## src/rtl/csr_rmw_bank.sv

```systemverilog
// Custom/scratch CSR bank: NREG registers with RW/RS/RC read-modify-write access,
// per-bit write masks, illegal-access detection and a one-entry registered response.
module csr_rmw_bank #(
    parameter int                   XLEN      = 32,
    parameter int                   NREG      = 4,
    parameter logic [11:0]          BASE_ADDR = 12'h7C0,
    parameter logic [NREG*XLEN-1:0] WMASK     = {NREG*XLEN{1'b1}}
) (
    input  logic                 clock,
    input  logic                 reset,
    input  logic                 req_valid,
    output logic                 req_ready,
    input  logic [1:0]           req_op,
    input  logic                 req_sel,
    input  logic [4:0]           req_imm,
    input  logic [XLEN-1:0]      req_rdata1,
    input  logic                 req_src_zero,
    input  logic [11:0]          req_addr,
    output logic                 resp_valid,
    input  logic                 resp_ready,
    output logic [XLEN-1:0]      resp_cdata,
    output logic                 resp_illegal,
    output logic [NREG*XLEN-1:0] csr_q
);

    localparam logic [1:0] OP_RSV = 2'b00;
    localparam logic [1:0] OP_RW  = 2'b01;
    localparam logic [1:0] OP_RS  = 2'b10;

    function automatic logic [XLEN-1:0] rmw_calc(input logic [1:0] op,
                                                 input logic [XLEN-1:0] old_val,
                                                 input logic [XLEN-1:0] src_val);
        case (op)
            OP_RW:   rmw_calc = src_val;
            OP_RS:   rmw_calc = old_val | src_val;
            default: rmw_calc = old_val & ~src_val;
        endcase
    endfunction

    logic [XLEN-1:0] regs [NREG];
    logic [11:0]     offset_p0;
    logic            hit_p0;
    logic            wen_p0;
    logic            illegal_p0;
    logic            accept_p0;
    logic [XLEN-1:0] src_p0;
    logic [XLEN-1:0] old_p0;
    logic [XLEN-1:0] calc_p0;

    // Request decode, evaluated combinationally in the accept cycle
    assign req_ready  = ~resp_valid | resp_ready;
    assign accept_p0  = req_valid & req_ready;
    assign offset_p0  = req_addr - BASE_ADDR;
    assign hit_p0     = (req_addr >= BASE_ADDR) && (offset_p0 < 12'(NREG));
    assign src_p0     = req_sel ? {{(XLEN-5){1'b0}}, req_imm} : req_rdata1;
    // RS/RC with a zero source field are pure reads and may target read-only space
    assign wen_p0     = (req_op == OP_RW) | ~req_src_zero;
    assign illegal_p0 = ~hit_p0 | (req_op == OP_RSV) | (wen_p0 & (req_addr[11:10] == 2'b11));
    assign calc_p0    = rmw_calc(req_op, old_p0, src_p0);

    always_comb begin
        old_p0 = '0;
        for (int i = 0; i < NREG; i++) begin
            if (offset_p0 == 12'(i)) old_p0 = regs[i];
        end
    end

    // Register update and response capture share the accept edge
    always_ff @(posedge clock) begin
        if (reset) begin
            for (int i = 0; i < NREG; i++) regs[i] <= '0;
        end else if (accept_p0 & ~illegal_p0 & wen_p0) begin
            for (int i = 0; i < NREG; i++) begin
                if (offset_p0 == 12'(i))
                    regs[i] <= (old_p0 & ~WMASK[i*XLEN +: XLEN]) | (calc_p0 & WMASK[i*XLEN +: XLEN]);
            end
        end
    end

    always_ff @(posedge clock) begin
        if (reset) begin
            resp_valid   <= 1'b0;
            resp_cdata   <= '0;
            resp_illegal <= 1'b0;
        end else if (accept_p0) begin
            resp_valid   <= 1'b1;
            resp_cdata   <= illegal_p0 ? '0 : old_p0;
            resp_illegal <= illegal_p0;
        end else if (resp_ready) begin
            resp_valid   <= 1'b0;
        end
    end

    for (genvar g = 0; g < NREG; g++) begin : g_q
        assign csr_q[g*XLEN +: XLEN] = regs[g];
    end

endmodule

```

## config.mk

```make
export PLATFORM = sky130hd
export DESIGN_NAME = csr_rmw_bank
export DESIGN_NICKNAME = d
export VERILOG_FILES = /design/src/rtl/csr_rmw_bank.sv
export SDC_FILE = /design/constraint.sdc
export NUM_CORES = 1
export LEC_CHECK = 0
export ABC_CLOCK_PERIOD_IN_PS = 7250
export BUFFER_PORTS_ARGS = -buffer_cell sky130_fd_sc_hd__buf_2
export CORE_MARGIN = 1
export CORE_UTILIZATION = 52
export DETAILED_ROUTE_END_ITERATION = 8
export HOLD_SLACK_MARGIN = 0.12
export PLACE_DENSITY = 0.78
export SLEW_MARGIN = 10
export SYNTH_ARGS = -nofsm -noshare
export SYNTH_HDL_FRONTEND = slang
export SYNTH_SLANG_ARGS = --single-unit
export TNS_END_PERCENT = 50
```

## constraint.sdc

```tcl
create_clock -name clock -period 7.25 [get_ports clock]
set_input_delay 1.45 -clock clock [delete_from_list [all_inputs] [get_ports clock]]
set_output_delay 1.45 -clock clock [all_outputs]
set_load 0.1 [all_outputs]
```

# ---- Word level (Yosys, flattened, before mapping)
# Memory sizes are Yosys's and may differ from the RTL's.
# Index checks and enable logic that the tools add are counted.
dict set report totals {
  n_memories 1
  reg_bits 34
  mem_bits_rw 128
  wordCells 67
}
dict set report op_classes {
  n_reduce_logical 4
  n_lt_le_gt_ge 2
  eq_ne 6
  muxes 31
  bitwise 19
  add_sub_neg 1
}
# name words width read_ports rd_ports_with_merged_regs wr line
set mem_list {}
lappend mem_list {regs 4 32 4 0 4 40} ;# logic [XLEN-1:0] regs [NREG];
# operator n
set op_table {}
lappend op_table {{$mux W32} 10}
lappend op_table {{$pmux W32 S2} 1}
lappend op_table {{$and A32 B32 Y32} 1}
lappend op_table {{$not A32 Y32} 1}
lappend op_table {{$or A32 B32 Y32} 1}
lappend op_table {{$eq A12 B2 Y1 const B} 2}
lappend op_table {{$mux W1} 20}
lappend op_table {{$eq A12 B1 Y1 const B} 1}
lappend op_table {{$ge A12 B11 Y1 const B} 1}
lappend op_table {{$logic_not A12 Y1} 1}
lappend op_table {{$lt A12 B3 Y1 const B} 1}
lappend op_table {{$sub A12 B11 Y12 const B} 1}
lappend op_table {{$or A1 B1 Y1} 8}
lappend op_table {{$and A1 B1 Y1} 4}
lappend op_table {{$eq A2 B2 Y1 const B} 2}
lappend op_table {{$not A1 Y1} 4}
lappend op_table {{$eq A2 B1 Y1 const B} 1}
lappend op_table {{$logic_not A2 Y1} 1}
lappend op_table {{$reduce_bool A2 Y1} 1}
lappend op_table {{$logic_and A1 B1 Y1} 1}

# ---- Longest topological paths before layout
# Gate-level depths: netlist of the first run.
dict set report depth {
  word_depth 13
  depth_mapped 9
}

# ---- Worst setup path after synthesis of the first run
# Ideal clock, no wire load.
dict set report synth_timing {
  path_kind {input to register}
  startpoint {input port resp_ready}
  endpoint {memory regs[1][0] (netlist: regs[0][32]), enable pin}
  slack_ns 0.443
  setup_ns 0.511
  n_path_buf 0
  required_time_ns 6.739
  path_stages 4
  arrival_time_ns 6.297
  cell_sequence {nand2b_1 > nor3b_2 > nand3_1 > o41ai_1}
}
# element line
set synth_lines {}
lappend synth_lines {{start: declaration} 20} ;# input logic resp_ready,
lappend synth_lines {{end: declaration} 40}

==> results of run 1 <==
==> cells by family (layout without fill, tap and decap cells) <==
family,Yosys count,after routing,synth area share [%]
buffers and inverters,50,262,3.78
AO/OA/AOI/OAI,73,73,9.15
flip-flops,162,162,59.4
AND/OR/NAND/NOR,201,201,17.1
multiplexers,37,37,10.1
adder cells (fa/ha/maj),3,3,0.493
==> per-stage QoR <==
stage | util, % | hold WS [ns] | instance area (um2) | setup slack (ns) | cells
after floorplan | - | 0.885 | 7620 | 0.443 | 526
after global placement | 62.3 | 0.447 | 8780 | 2.72 | 886
after detailed placement | 62.3 | 0.451 | 8780 | 2.66 | 886
after CTS | 66.6 | 0.466 | 9390 | 3.09 | 918
after global routing | 66.6 | 0.491 | 9390 | 2.91 | 918
final | 66.6 | 0.459 | 9390 | 3.04 | 918
==> layout make-up <==
type,instances,area share (%)
sequential,162,48.2
multi-input combinational,314,30.6
timing repair buffer,225,12.1
clock buffer,17,4.53
tap,180,2.40
clock inverter,15,1.96
inverter,5,0.200
==> Yosys cell counts, drive strengths merged, types with 2 or more instances <==
cell type | number | area share (%)
nor2b | 6 | 0.49
nand2 | 8 | 0.39
a22oi | 26 | 4.4
ha | 3 | 0.49
o21ai | 7 | 0.46
dfxtp | 34 | 8.9
nor2 | 7 | 0.35
a21oi | 4 | 0.31
buf | 27 | 2.6
nor4b | 2 | 0.43
mux4 | 32 | 9.5
nor4 | 64 | 6.7
nor3 | 65 | 4.3
and2 | 32 | 2.6
a22o | 27 | 3.1
o22ai | 5 | 0.41
nand4 | 8 | 0.85
edfxtp | 128 | 50
mux2i | 5 | 0.66
nand2b | 3 | 0.25
and4 | 3 | 0.35
clkbuf | 18 | 0.89
inv | 5 | 0.25
==> per-layer routing <==
metal / share of wire (%) / track usage [%] / up-vias
li1: - / - / 2567
met1: 37 / 40.2 / 2955
met2: 48 / 46.7 / 455
met3: 12 / 6.55 / 58
met4: 3.3 / 15.7 / 0
met5: 0 / 0 / -
==> worst register-to-register path, delay by kind of cell (launching register included) <==
kind / cells / cell delay [ns]
DFF: 1 / 0.34
buffers and inverters: 1 / 0.50
and+or+nand+nor: 3 / 1.13
AOI/OAI and AO/OA: 1 / 0.64
==> power breakdown <==
part	leakage [nW]	switching (mW)	total (mW)	internal, mW
registers	1.57	0.0191	1.05	1.03
clock network	0.290	0.384	0.929	0.545
logic	1.79	0.338	0.416	0.0781
==> registers in the layout (all words and copies together) (netlist names) <==
name	count
resp_cdata	32
resp_valid	1
regs	128
resp_illegal	1
==> how the worst max path moves through the flow <==
stage | endpoint | depth (start not counted) | start
3_5_place_dp | regs[0][83]$_SDFFCE_PN0P_ | 3 | req_addr[1]
5_1_grt | regs[0][10]$_SDFFCE_PN0P_ | 7 | req_op[1]
6_report | regs[0][77]$_SDFFCE_PN0P_ | 3 | req_addr[1]
4_1_cts | regs[0][77]$_SDFFCE_PN0P_ | 3 | req_addr[1]
2_1_floorplan | regs[0][32]$_SDFFCE_PN0P_ | 4 | resp_ready
3_3_place_gp | regs[0][79]$_SDFFCE_PN0P_ | 3 | req_addr[1]
==> qor.yml, run 1 <==
floorplan:
  die_h_um: 123
  start_util_pct: 54.0
  ios: 220
  die_area_mm2: 0.0151
  fp.coreArea_mm2: 0.0141
  die_width_um: 123
  rows: 43
finish:
  multi_input_area_mm2: 0.00287
  layout.area.seq_mm2: 0.00452
  layout_common_cells: "buf_2, edfxtp_1, nor3_1, nor4_1, dfxtp_1"
  syn2layout_area_growth_pct: 23.3
  nets: 785
  drive_above_1_share_pct: 45.9
  final_common_cell: "buf_2"
  diodes: 0
  fill_cells: 1028
cts:
  tritoncts: "built"
  clk_pin_slew_ns: 0.06
  htreeDepth: 4
  cts.path.max_buffers: 2
  cts_sinks: 162
  numCtsBuffers: 17
  clk_latency_ns: 0.43
  post_cts_resized: 0
  postCtsSetupBuffers: 0
  holdBufCountCts: 0
  cts_root_buf: "clkbuf_16"
timing:
  finalClockSkew_ns: 0.0147
  setup_viol: 0
  tightestPinTransition_ns: 1.25
  timing.final.crit_share_pct: 58.1
  max_freq_ghz: 0.237
  slew_violations: 0
  finalHoldViolations: 0
  slew_headroom_pct: 16.3
  period_needed_ns: 4.21
  setup-tns-final_ns: 0
  rsz0062_at_grt: "false"
critical_path:
  crit_type: "in -> reg"
  cp.arrival_ns: 4.24
  crit_family: "compound AO/OA/AOI/OAI gates"
  cp_cell_sequence: "buf_2 -> nand2_2 -> o21ai_4"
  critPathMaxStageDelay_ns: 1.18
  worstSetupStartpointType: "input port"
  rr_endpoint: "regs[0][117]$_SDFFCE_PN0P_"
  slowest_stage: "o21ai_4"
  end_kind: "flip-flop"
  reg2reg_from: "resp_valid$_SDFFE_PP0P_"
  rrSetupSlack_ns: 4.32
  r2r_cells: 5
  crit_buf_inv: 1
  crit_fanout: 37
  worstPathRequired_ns: 7.28
drt:
  drc: 0
  wl_per_cell_um: 24.2
  dr.pass1.iters: 5
  drt-total-wl_um: 22200
  viasPerCell: 6.57
  ant_nets: 0
  num_vias: 6035
  drt_iter0_drc: 661
synthesis:
  synth_edf_count: 128
  synth_seq_area_share_pct: 59.4
  syn_area_per_cell_um2: 14.5
  ys_seq_elements: 162
  netlist_area_mm2: 0.00762
  synth_ff_type: "edfxtp_1"
  synthArstFlopShare_pct: 0
  netlist_instances: 526
  synth_cell_types: 41
  syn_nets: 586
  yosys_warnings: 0
global_route:
  grt_pass1_vias: 5811
  grt_antenna_before_repair: 0
  grt_max_degree: 70
  grtUsageTotal_pct: 30.2
  grt_pass1_wl_um: 33000
  overflow: 0
placement:
  dpl.hpwl_um: 13800
  portBuffers: 219
  gp_congestion: 0.829
worst_hold_path:
  worstHoldStart: "resp_cdata[1]$_SDFFE_PP0P_"
  hold_path_class: "reg -> reg"
  hold-path-cell-count: 2
  holdPathEnd: "resp_cdata[1]$_SDFFE_PP0P_"
pwr:
  power_mw: 2.39
  p_leak_nw: 3.65
  max-vdd-ir-drop_v: 0.000164
  power_density_mw_per_mm2: 255
outcome:
  status: "completed"
run:
  max-cap-violations: 0
Power figures use the tool's default switching activity.
==> run 2: changes to the inputs <==
--- a/config.mk
+++ b/config.mk
@@ -5,10 +5,11 @@
 export SDC_FILE = /design/constraint.sdc
 export NUM_CORES = 1
 export LEC_CHECK = 0
-export ABC_CLOCK_PERIOD_IN_PS = 7250
+export ABC_AREA = 1
+export ABC_CLOCK_PERIOD_IN_PS = 4260
 export BUFFER_PORTS_ARGS = -buffer_cell sky130_fd_sc_hd__buf_2
 export CORE_MARGIN = 1
-export CORE_UTILIZATION = 52
+export CORE_UTILIZATION = 53
 export DETAILED_ROUTE_END_ITERATION = 8
 export HOLD_SLACK_MARGIN = 0.12
 export PLACE_DENSITY = 0.78
==> constraint.sdc (replaced) <==
create_clock -name clock -period 4.26 [get_ports clock]
set_input_delay 0.852 -clock clock [delete_from_list [all_inputs] [get_ports clock]]
set_output_delay 0.852 -clock clock [all_outputs]
set_load 0.1 [all_outputs]
==> run 2 against run 1 <==
Compared with the run above: critical path depth up 10; clock power increased by 49%; utilization grew 0.36 points; sequential share of layout area decreased by 2.4 points; first-iteration DRC count is 31% higher; wire length up 21%; synthesized cell count grew 91%; highest routed layer unchanged.
==> qor.yml, run 2 <==
outcome:
  status: "completed"
synthesis:
  yosysTopAreaCell: "edfxtp_1"
  ys_top_cells_by_area: "edfxtp_1, nand2_1, dfxtp_1"
  synthArstFlopShare_pct: 0
  yosys-top-cells-count: "nand2_1, nor2_1, edfxtp_1, nand4_1, nand3_1"
  synth_most_common_cell: "nand2_1"
  synth_cell_types: 24
  synth_ff_type: "edfxtp_1"
  syn_area_per_cell_um2: 8.10
  synth_edf_count: 128
  synth_top_area_share_pct: 47.3
  yosys_warnings: 0
  ys_seq_elements: 162
  netlist_instances: 1003
  syn_nets: 1063
  synth_seq_area_share_pct: 55.7
  netlist_area_mm2: 0.00812
cts:
  tritoncts: "built"
  numCtsBuffers: 17
  clk_latency_ns: 0.43
  cts_sinks: 162
  htreeDepth: 4
  post_cts_resized: 0
  cts_root_buf: "clkbuf_16"
  clk_pin_slew_ns: 0.06
  cts.path.max_buffers: 2
  holdBufCountCts: 0
  postCtsSetupBuffers: 0
worst_hold_path:
  hold_path_class: "reg -> reg"
timing:
  max_freq_ghz: 0.341
  finalHoldViolations: 0
  timing.final.crit_share_pct: 68.8
  worst_slack_ns: 1.33
  tightestPinTransition_ns: 0.920
  period_needed_ns: 2.93
  finalClockSkew_ns: 0.00535
  slew_headroom_pct: 38.7
  slew_violations: 0
  rsz0062_at_grt: "false"
  setup-tns-final_ns: 0
  setup_viol: 0
  whs_ns: 0.459
critical_path:
  end_kind: "flip-flop"
  cp.arrival_ns: 3.21
  crit_fanout: 24
  crit_type: "in -> reg"
  worstPathRequired_ns: 4.54
  worstSetupStartpointType: "input port"
floorplan:
  fp.coreArea_mm2: 0.0148
  ios: 220
  rows: 44
  start_util_pct: 55.1
  die_width_um: 126
  die_h_um: 126
  die_area_mm2: 0.0158
run:
  max-cap-violations: 0
drt:
  dr.pass1.iters: 5
  viasPerCell: 5.77
  drt-total-wl_um: 26900
  num_vias: 8037
  wl_per_cell_um: 19.3
  drc: 0
  drt_iter0_drc: 863
  ant_nets: 0
placement:
  portBuffers: 219
  dpl.hpwl_um: 17100
  place_area_mm2: 0.00937
  dp_slack_ns: 0.933
  dp_cells: 1362
  gp_congestion: 0.869
pwr:
  max-vdd-ir-drop_v: 0.000335
  p_seq_share_pct: 48.0
  p_leak_nw: 4.44
  power_density_mw_per_mm2: 371
  p_int_mw: 2.60
  p_switching_mw: 1.06
  p_comb_share_pct: 14.3
  clkPwrFrac_pct: 37.8
  swShare_pct: 29.0
  power_mw: 3.66
finish:
  layout_common_cells: "nand2_1, buf_2, nor2_1, edfxtp_1, nand4_1"
  final_cells: 1394
  drive_above_1_share_pct: 24.1
  nets: 1257
  design_area_mm2: 0.00988
  syn2layout_area_growth_pct: 21.7
  final_common_cell: "nand2_1"
  largest_register_ffs: 128
  reg_top3: "regs: 128 flops, resp_cdata: 32 flops"
  postLayoutCoreUtil_pct: 67.0
  regMostFlops: "regs"
global_route:
  grt_pass1_vias: 7589
  grt_pass1_wl_um: 40900
  overflow: 0
  grtUsageTotal_pct: 34.6
  grt_antenna_before_repair: 1
  grt_max_degree: 45
run 2: cell types whose count changed after synthesis, sizes merged, moves of 17 or more:
cell,change
inv,+30
nor2,+130
nand2,+410
mux4,-32
nand3,+62
nor4,-64
nand4,+59
nor3,-62
and2,-32
a21oi,+30
a22oi,-26
clkbuf,+17
a22o,-27
run 2: final timing paths:
check | from | to | slack (ns) | depth (start not counted)
worst min register to register | resp_cdata[0]$_SDFFE_PP0P_ | resp_cdata[0]$_SDFFE_PP0P_ | 0.46 | 2
worst min-delay path | resp_cdata[0]$_SDFFE_PP0P_ | resp_cdata[0]$_SDFFE_PP0P_ | 0.46 | 2
worst max-delay path | req_addr[11] | regs[0][81]$_SDFFCE_PN0P_ | 1.33 | 13
worst max register to register | resp_valid$_SDFFE_PP0P_ | regs[0][24]$_SDFFCE_PN0P_ | 1.96 | 7
run 2: cells by family (layout without fill, tap and decap cells):
| group | Yosys count | in the layout | share of synthesized area, % |
|---|---|---|---|
| compound gates | 39 | 39 | 2.40 |
| simple gates | 695 | 695 | 36.0 |
| other cells | 0 | 1 | 0 |
| flops | 162 | 162 | 55.7 |
| fa+ha+maj | 3 | 3 | 0.462 |
| buf+inv | 104 | 310 | 5.45 |
run 2: layout make-up:
| class | instances | area, um2 |
|---|---|---|
| fillers | 1215 | 4870 |
| flip-flops and latches | 162 | 4520 |
| multi-input cells | 737 | 3200 |
| repair buffers | 244 | 1280 |
| clock buffers | 22 | 444 |
| well taps | 184 | 230 |
| inverters | 35 | 131 |
| clock inverters | 9 | 66.3 |
| diodes | 1 | 2.50 |
run 2: power groups by stage:
stage / sequential [mW] / clock [mW] / combinational [mW]
after CTS: 1.76 / 1.38 / 0.518
final: 1.76 / 1.38 / 0.523
after global placement: 1.79 / 0 / 0.512
after floorplan: 2.03 / 0 / 0.139
after detailed placement: 1.79 / 0 / 0.517
after global routing: 1.76 / 1.45 / 0.544
run 2: layer usage:
| metal | part of all wire (%) | track usage, % | vias to the layer above |
|---|---|---|---|
| met5 | 0 | 0 | - |
| met4 | 3.5 | 17.3 | 0 |
| met3 | 12 | 7.77 | 70 |
| met2 | 48 | 56.4 | 587 |
| met1 | 37 | 43.7 | 3687 |
| li1 | - | - | 3693 |
run 2: worst max-delay path: stages:
cell and delay, ns:
buf_2 0.10, nor2_1 0.10, nand2_1 0.09, nor2_4 0.34
nand2_2 0.18, nor3_4 0.47, buf_4 0.44, nand2_1 0.09
nand2_1 0.12, nand2_1 0.07, nand2_1 0.09, nand2_1 0.12
nor2_1 0.13
